===== config.mk =====
export PLATFORM = sky130hd
export DESIGN_NAME = id_stage_flat
export DESIGN_NICKNAME = d
export VERILOG_FILES = /design/src/rtl/mips_pkg.sv /design/src/rtl/id_stage_if.sv /design/src/rtl/reg_file.sv /design/src/rtl/id_stage.sv /design/src/flat_wrapper.sv
export SDC_FILE = /design/constraint.sdc
export NUM_CORES = 2
export LEC_CHECK = 0
export CAP_MARGIN = 15
export CORE_MARGIN = 1.5
export CORE_UTILIZATION = 25
export CTS_BUF_LIST = sky130_fd_sc_hd__clkbuf_8 sky130_fd_sc_hd__clkbuf_16
export DETAILED_ROUTE_END_ITERATION = 7
export GPL_TIMING_DRIVEN = 0
export PLACE_DENSITY = 0.36
export SETUP_SLACK_MARGIN = 0.1
export SLEW_MARGIN = 40
export SYNTH_ARGS = -nofsm -noshare
export SYNTH_HDL_FRONTEND = slang
export SYNTH_HIERARCHICAL = 1
export SYNTH_SLANG_ARGS = --single-unit

===== constraint.sdc =====
create_clock -name clk -period 4.74 [get_ports clk]
set_clock_uncertainty 0.15 [all_clocks]
set_input_delay 0.474 -clock clk [delete_from_list [all_inputs] [get_ports clk]]
set_output_delay 0.474 -clock clk [all_outputs]
set_load 0.005 [all_outputs]

===== src/rtl/mips_pkg.sv =====
// rtl/mips_pkg.sv - shared ALU codes, opcode/funct values and the ID/EX bundle
package mips_pkg;

    localparam int DATA_W = 32;
    localparam int NREGS  = 32;
    localparam int REG_AW = 5;

    typedef enum logic [3:0] {
        ALU_AND = 4'b0000,
        ALU_OR  = 4'b0001,
        ALU_ADD = 4'b0010,
        ALU_SUB = 4'b0110,
        ALU_SLT = 4'b0111,
        ALU_NOR = 4'b1100
    } alu_op_e;

    localparam logic [5:0] OP_RTYPE = 6'h00;
    localparam logic [5:0] OP_BEQ   = 6'h04;
    localparam logic [5:0] OP_ADDI  = 6'h08;
    localparam logic [5:0] OP_SLTI  = 6'h0A;
    localparam logic [5:0] OP_ANDI  = 6'h0C;
    localparam logic [5:0] OP_ORI   = 6'h0D;
    localparam logic [5:0] OP_LW    = 6'h23;
    localparam logic [5:0] OP_SW    = 6'h2B;

    localparam logic [5:0] FN_ADD = 6'h20;
    localparam logic [5:0] FN_SUB = 6'h22;
    localparam logic [5:0] FN_AND = 6'h24;
    localparam logic [5:0] FN_OR  = 6'h25;
    localparam logic [5:0] FN_NOR = 6'h27;
    localparam logic [5:0] FN_SLT = 6'h2A;

    typedef struct packed {
        logic [DATA_W-1:0] a;
        logic [DATA_W-1:0] b;
        alu_op_e           alu_op;
        logic [DATA_W-1:0] store_data;
        logic [REG_AW-1:0] dest;
        logic              reg_write;
        logic              mem_read;
        logic              mem_write;
        logic              branch;
        logic              illegal;
    } id_ex_t;

    function automatic logic [DATA_W-1:0] sext16(input logic [15:0] imm);
        return {{(DATA_W-16){imm[15]}}, imm};
    endfunction

endpackage


===== src/rtl/id_stage_if.sv =====
// rtl/id_stage_if.sv - fetch/writeback inputs and ID/EX outputs of the decode stage
interface id_stage_if;
    import mips_pkg::*;

    logic              in_valid;
    logic              in_ready;
    logic [31:0]       instr;
    logic              flush;
    logic              wb_en;
    logic [REG_AW-1:0] wb_addr;
    logic [DATA_W-1:0] wb_data;
    logic              out_valid;
    logic              out_ready;
    logic [DATA_W-1:0] A;
    logic [DATA_W-1:0] B;
    logic [3:0]        ALU_operation;
    logic [DATA_W-1:0] store_data;
    logic [REG_AW-1:0] dest;
    logic              reg_write;
    logic              mem_read;
    logic              mem_write;
    logic              branch;
    logic              illegal;

    modport master (
        output in_valid, instr, flush, wb_en, wb_addr, wb_data, out_ready,
        input  in_ready, out_valid, A, B, ALU_operation, store_data, dest,
               reg_write, mem_read, mem_write, branch, illegal
    );

    modport slave (
        input  in_valid, instr, flush, wb_en, wb_addr, wb_data, out_ready,
        output in_ready, out_valid, A, B, ALU_operation, store_data, dest,
               reg_write, mem_read, mem_write, branch, illegal
    );

endinterface


===== src/rtl/reg_file.sv =====
// rtl/reg_file.sv - 2R/1W register file, x0 hard-wired to zero, write-through on read
module reg_file #(
    parameter int NREGS  = 32,
    parameter int DATA_W = 32,
    parameter int AW     = $clog2(NREGS)
) (
    input  logic              clk,
    input  logic              rst,
    input  logic              i_we,
    input  logic [AW-1:0]     i_waddr,
    input  logic [DATA_W-1:0] i_wdata,
    input  logic [AW-1:0]     i_raddr_a,
    output logic [DATA_W-1:0] o_rdata_a,
    input  logic [AW-1:0]     i_raddr_b,
    output logic [DATA_W-1:0] o_rdata_b
);
    logic [DATA_W-1:0] r_regs [NREGS];

    always_ff @(posedge clk) begin
        if (rst) begin
            for (int i = 0; i < NREGS; i++) r_regs[i] <= '0;
        end else if (i_we && i_waddr != '0) begin
            r_regs[i_waddr] <= i_wdata;
        end
    end

    // A same-cycle writeback is forwarded so decode never sees the stale value
    assign o_rdata_a = (i_raddr_a == '0)                   ? '0      :
                       (i_we && i_waddr == i_raddr_a)      ? i_wdata :
                                                             r_regs[i_raddr_a];
    assign o_rdata_b = (i_raddr_b == '0)                   ? '0      :
                       (i_we && i_waddr == i_raddr_b)      ? i_wdata :
                                                             r_regs[i_raddr_b];

endmodule


===== src/rtl/id_stage.sv =====
// rtl/id_stage.sv - MIPS-subset decode with register read and ID/EX output register
module id_stage
    import mips_pkg::*;
(
    input  logic      clk,
    input  logic      rst,
    id_stage_if.slave bus
);
    logic [5:0]        w_opcode;
    logic [5:0]        w_funct;
    logic [4:0]        w_rs;
    logic [4:0]        w_rt;
    logic [4:0]        w_rd;
    logic [15:0]       w_imm;
    logic [DATA_W-1:0] w_rs_val;
    logic [DATA_W-1:0] w_rt_val;
    logic              w_in_ready;
    logic              w_xfer;
    id_ex_t            w_dec;
    id_ex_t            r_out;
    logic              r_out_valid;

    assign w_opcode = bus.instr[31:26];
    assign w_rs     = bus.instr[25:21];
    assign w_rt     = bus.instr[20:16];
    assign w_rd     = bus.instr[15:11];
    assign w_imm    = bus.instr[15:0];
    assign w_funct  = bus.instr[5:0];

    reg_file #(.NREGS(NREGS), .DATA_W(DATA_W), .AW(REG_AW)) u_reg_file (
        .clk       (clk),
        .rst       (rst),
        .i_we      (bus.wb_en),
        .i_waddr   (bus.wb_addr),
        .i_wdata   (bus.wb_data),
        .i_raddr_a (w_rs),
        .o_rdata_a (w_rs_val),
        .i_raddr_b (w_rt),
        .o_rdata_b (w_rt_val)
    );

    always_comb begin
        w_dec            = '0;
        w_dec.a          = w_rs_val;
        w_dec.b          = w_rt_val;
        w_dec.store_data = w_rt_val;
        w_dec.alu_op     = ALU_AND;
        case (w_opcode)
            OP_RTYPE: begin
                w_dec.dest      = w_rd;
                w_dec.reg_write = 1'b1;
                case (w_funct)
                    FN_ADD:  w_dec.alu_op = ALU_ADD;
                    FN_SUB:  w_dec.alu_op = ALU_SUB;
                    FN_AND:  w_dec.alu_op = ALU_AND;
                    FN_OR:   w_dec.alu_op = ALU_OR;
                    FN_NOR:  w_dec.alu_op = ALU_NOR;
                    FN_SLT:  w_dec.alu_op = ALU_SLT;
                    default: begin
                        w_dec.dest      = '0;
                        w_dec.reg_write = 1'b0;
                        w_dec.illegal   = 1'b1;
                    end
                endcase
            end
            OP_ADDI, OP_SLTI: begin
                w_dec.alu_op    = (w_opcode == OP_ADDI) ? ALU_ADD : ALU_SLT;
                w_dec.b         = sext16(w_imm);
                w_dec.dest      = w_rt;
                w_dec.reg_write = 1'b1;
            end
            OP_ANDI, OP_ORI: begin
                w_dec.alu_op    = (w_opcode == OP_ANDI) ? ALU_AND : ALU_OR;
                w_dec.b         = {{(DATA_W-16){1'b0}}, w_imm};
                w_dec.dest      = w_rt;
                w_dec.reg_write = 1'b1;
            end
            OP_LW: begin
                w_dec.alu_op    = ALU_ADD;
                w_dec.b         = sext16(w_imm);
                w_dec.dest      = w_rt;
                w_dec.mem_read  = 1'b1;
                w_dec.reg_write = 1'b1;
            end
            OP_SW: begin
                w_dec.alu_op    = ALU_ADD;
                w_dec.b         = sext16(w_imm);
                w_dec.mem_write = 1'b1;
            end
            OP_BEQ: begin
                w_dec.alu_op = ALU_SUB;
                w_dec.branch = 1'b1;
            end
            default: w_dec.illegal = 1'b1;
        endcase
    end

    // A flush blocks acceptance so a killed slot can never be refilled in the same edge
    assign w_in_ready = !bus.flush && (!r_out_valid || bus.out_ready);
    assign w_xfer     = bus.in_valid && w_in_ready;

    always_ff @(posedge clk) begin
        if (rst) begin
            r_out_valid <= 1'b0;
            r_out       <= '0;
        end else begin
            if (w_xfer) r_out <= w_dec;
            if (bus.flush)          r_out_valid <= 1'b0;
            else if (w_xfer)        r_out_valid <= 1'b1;
            else if (bus.out_ready) r_out_valid <= 1'b0;
        end
    end

    assign bus.in_ready      = w_in_ready;
    assign bus.out_valid     = r_out_valid;
    assign bus.A             = r_out.a;
    assign bus.B             = r_out.b;
    assign bus.ALU_operation = r_out.alu_op;
    assign bus.store_data    = r_out.store_data;
    assign bus.dest          = r_out.dest;
    assign bus.reg_write     = r_out.reg_write;
    assign bus.mem_read      = r_out.mem_read;
    assign bus.mem_write     = r_out.mem_write;
    assign bus.branch        = r_out.branch;
    assign bus.illegal       = r_out.illegal;

endmodule


===== src/flat_wrapper.sv =====
// flat-port wrapper written by rule: the top's interface ports become plain ports
module id_stage_flat import mips_pkg::*;
  (clk, rst, bus_in_valid, bus_instr, bus_flush, bus_wb_en, bus_wb_addr, bus_wb_data, bus_out_ready, bus_in_ready, bus_out_valid, bus_A, bus_B, bus_ALU_operation, bus_store_data, bus_dest, bus_reg_write, bus_mem_read, bus_mem_write, bus_branch, bus_illegal);
  id_stage_if bus_i ();
  input  logic clk;
  input  logic rst;
  input wire logic [$bits(bus_i.in_valid)-1:0] bus_in_valid;
  input wire logic [$bits(bus_i.instr)-1:0] bus_instr;
  input wire logic [$bits(bus_i.flush)-1:0] bus_flush;
  input wire logic [$bits(bus_i.wb_en)-1:0] bus_wb_en;
  input wire logic [$bits(bus_i.wb_addr)-1:0] bus_wb_addr;
  input wire logic [$bits(bus_i.wb_data)-1:0] bus_wb_data;
  input wire logic [$bits(bus_i.out_ready)-1:0] bus_out_ready;
  output wire logic [$bits(bus_i.in_ready)-1:0] bus_in_ready;
  output wire logic [$bits(bus_i.out_valid)-1:0] bus_out_valid;
  output wire logic [$bits(bus_i.A)-1:0] bus_A;
  output wire logic [$bits(bus_i.B)-1:0] bus_B;
  output wire logic [$bits(bus_i.ALU_operation)-1:0] bus_ALU_operation;
  output wire logic [$bits(bus_i.store_data)-1:0] bus_store_data;
  output wire logic [$bits(bus_i.dest)-1:0] bus_dest;
  output wire logic [$bits(bus_i.reg_write)-1:0] bus_reg_write;
  output wire logic [$bits(bus_i.mem_read)-1:0] bus_mem_read;
  output wire logic [$bits(bus_i.mem_write)-1:0] bus_mem_write;
  output wire logic [$bits(bus_i.branch)-1:0] bus_branch;
  output wire logic [$bits(bus_i.illegal)-1:0] bus_illegal;
  assign bus_i.in_valid = bus_in_valid;
  assign bus_i.instr = bus_instr;
  assign bus_i.flush = bus_flush;
  assign bus_i.wb_en = bus_wb_en;
  assign bus_i.wb_addr = bus_wb_addr;
  assign bus_i.wb_data = bus_wb_data;
  assign bus_i.out_ready = bus_out_ready;
  assign bus_in_ready = bus_i.in_ready;
  assign bus_out_valid = bus_i.out_valid;
  assign bus_A = bus_i.A;
  assign bus_B = bus_i.B;
  assign bus_ALU_operation = bus_i.ALU_operation;
  assign bus_store_data = bus_i.store_data;
  assign bus_dest = bus_i.dest;
  assign bus_reg_write = bus_i.reg_write;
  assign bus_mem_read = bus_i.mem_read;
  assign bus_mem_write = bus_i.mem_write;
  assign bus_branch = bus_i.branch;
  assign bus_illegal = bus_i.illegal;
  id_stage u_core (.clk(clk), .rst(rst), .bus(bus_i));
endmodule

==> out/summary.txt <==
CP Max Fanout - 10
H-tree lvl count - 4
Yosys cell types - 65
simple-gate area share of the yosys netlist - 14.39%
share of cells above drive strength 1 - 19.41%
switch share - 29.33%
Layout Utilization - 29.94%
WHS Path Cells - 2
Reg2Reg Depth - 7
clock power share - 41.2%
reg-to-reg endpoint - u_core/bus.A[10]
unrepaired setup endpoints after global routing - false
vias - 42660
max-cap violations - 0
status - completed
Mapped Cells - 4391
largest family of logic cells by synthesized area - multiplexers
cell-internal power - 18.80 mW
Comb power frac - 14.6%
post-route clock period utilization - 94.90%
GP Congestion - 0.9940
critical path required time - 5340 ps
Area Overhead vs Synth - 19.24%
clk slew on worst S/H paths - 60 ps
Async S/R FF share, synth - 0%
post-synthesis adder-cell area fraction - 0%
total track usage - 26.21%
Slowest-stage cell, CP - a32o_1
synthesized cell area - 59660 um^2
Initial DRC Count - 5081
Ports - 187
register share of total power - 44.2%
worst rel slew slack - 32.31%
grt total ovfl - 0
Hold Path Sink - u_core/bus.out_valid
EDFF count, synth - 1024
hold path startpoint - bus_flush
Setup Viol. Count Final - 0
drt first pass iters - 5
nature of the critical path endpoint - flop
CP peak stage delay - 850 ps
Top cell by count, worst path - buf_2
largest net degree at the start of global routing - 33
Worst Max-Slew Pin Slew - 1015 ps
multiplexer area fraction after synthesis - 20.06%
Core Box Area - 237600 um^2
Max VDD drop - 0.0002655 V
total power - 26.60 mW
Max Clock Freq - 222.3 MHz
wire length after detailed routing - 323300 um
placed instance area - 66410 um^2
Layout Nets - 4857
TNS Setup - 0 ps
Final Max Tran Viols - 0
Buf/Inv on CP - 5
critical path startpoint category - primary input
IO Port Bufs - 177
num rows - 179
insertion delay to the later sink of the worst-skew pair - 830 ps
CTS Sinks - 1135
Crit path max-delay family - buffers and inverters
worst path cell trace - clkdlybuf4s50_1, buf_2, buf_4, buf_2, buf_2, mux2i_1, o221ai_1, a31oi_1, o21ai_0, a32o_1, nand3_1, a31oi_1
Lkg Pwr - 24.48 nW
CTS Buffer Depth - 3
Die Footprint - 241600 um^2
Worst R2R Setup Slack - 1750 ps
Compound-Gate Fraction of Synth Area - 6.430%
number of remaining DRC errors - 0
wire length per cell - 40.00 um
vias in the first global route - 42060
Worst Path Arrival - 5100 ps
XOR/XNOR share of the synthesized area - 0.1468%
Final min period - 4498 ps
Psw - 7.802 mW
Warnings, synthesis - 6
CTS Root Cell - clkbuf_16
HPWL after detailed placement - 237600 um
hold crit path type - primary input to flop
Routed Antenna Nets - 0
first-pass GRT wire length - 417000 um
count of final hold-check violations - 0
Vias/cell - 5.279
antenna violations before repair - 19
ys flop type - edfxtp_1
flops & latches, synth - 1135
TritonCTS clock tree - done
number of buffers created by CTS - 147
Mean Syn Cell Area - 13.59 um^2
Seq/Total Area, Yosys - 55.27%
RR Startpoint - u_core/u_reg_file/r_regs[23][10]
Die Span Y - 491.5 um
initial core utilization - 25.11%
worst setup path category - primary input to flop
Pwr Density - 373.9 nW/um^2
fin area - 71130 um^2
CTS resizes - 0
Die X - 491.5 um
## routing by layer
metal,vias up,routed length (um),GRT usage [%]
met5,-,25,0
met4,4,20090,14.17
met3,496,21460,5.132
met2,1971,144500,40.57
met1,22740,137200,34.48
li1,17450,-,-
## cell usage in the layout, fill, tap and decap left out, types with 65 or more instances in the layout
| cell type | instances |
|---|---|
| a21oi_1 | 118 |
| edfxtp_1 | 1024 |
| mux2_2 | 83 |
| mux2i_1 | 247 |
| and2_1 | 993 |
| clkbuf_1 | 251 |
| clkdlybuf4s50_1 | 176 |
| a22oi_1 | 87 |
| mux4_2 | 380 |
| clkbuf_2 | 65 |
| dfxtp_1 | 111 |
| o22ai_1 | 80 |
| nor2_1 | 106 |
| nand2_1 | 224 |
| clkbuf_16 | 147 |
| buf_2 | 78 |
## power groups by stage
| stage | registers [mW] | logic (mW) | clock network [mW] |
|---|---|---|---|
| floorplan | 11.8 | 1.80 | 0 |
| global placement | 12.0 | 3.76 | 0 |
| detailed placement | 12.0 | 3.83 | 0 |
| CTS | 11.8 | 3.84 | 11.2 |
| global route | 11.8 | 3.94 | 11.5 |
| finish | 11.8 | 3.89 | 10.9 |
## worst max path at each step
stage	slack, ps	depth (start not counted)	from	to
after floorplan	2160	9	bus_instr[16]	u_core/bus.B[29]
after global placement	-1690	11	bus_instr[19]	u_core/bus.B[25]
after detailed placement	-530	12	bus_instr[16]	u_core/bus.B[26]
after CTS	350	12	bus_instr[16]	u_core/bus.B[26]
after global routing	200	12	bus_instr[16]	u_core/bus.B[24]
final	240	12	bus_instr[16]	u_core/bus.B[24]
## registers in the layout, indices dropped and copies added (netlist names)
signal	cells
u_core/bus.reg_write	1
u_core/bus.store_data	32
u_core/bus.illegal	1
u_core/bus.B	32
u_core/bus.A	32
u_core/bus.mem_read	1
u_core/bus.branch	1
u_core/bus.dest	5
u_core/bus.mem_write	1
u_core/bus.ALU_operation	4
u_core/bus.out_valid	1
u_core/u_reg_file/r_regs	1024
## synthesized netlist by cell type, drive strengths merged (10+ instances only)
cell type / n / area (um^2)
nand2: 224 / 840.8
mux2i: 247 / 2472
clkbuf: 330 / 1313
a31oi: 43 / 269.0
edfxtp: 1024 / 30750
nor2: 119 / 449.2
a22oi: 87 / 653.1
buf: 130 / 874.6
and2: 995 / 6225
and3: 18 / 112.6
mux2: 83 / 934.7
nor4: 10 / 62.56
a21oi: 118 / 590.6
o221ai: 39 / 341.6
nand3: 21 / 105.1
a32o: 32 / 320.3
nand2b: 11 / 76.32
a2111oi: 15 / 131.4
a211oi: 48 / 365.3
o22ai: 80 / 500.5
mux4: 380 / 8558
o21ai: 59 / 295.3
nor3: 38 / 200.2
or2: 35 / 219.0
dfxtp: 111 / 2222
a211o: 10 / 87.58
## repair_timing
action,4_1_cts,5_1_grt
hold endpoints to repair,12,0
hold buffers,4,0
buffers inserted,0,0
## area by class of cell
type	instances	area [um^2]
antenna	10	25.02
buffer	460	2320
clock buffer	151	3734
clock inverter	120	874.6
fill	24040	166500
inverter	5	18.77
multi-input combinational	2822	24730
sequential	1135	32970
tap	3167	3963
timing repair buffer	211	2500
## metrics by stage
step	setup WS [ps]	cells	hold WS, ps
floorplan	2163	4422	298.2
global placement	-1690	7766	295.3
detailed placement	-526.4	7794	297.6
CTS	346.4	8069	72.34
global route	199.9	8073	131.9
finish	241.9	8081	122.6
## logic make-up (layout without fill, tap and decap cells)
| kind of cell | Yosys count | after routing |
|---|---|---|
| compound gates | 562 | 562 |
| xor+xnor | 10 | 10 |
| mux | 710 | 710 |
| buf+inv | 465 | 947 |
| simple gates | 1508 | 1508 |
| flops | 1135 | 1135 |
| other cells | 1 | 42 |
No activity file was read; power rests on OpenSTA's default activity.
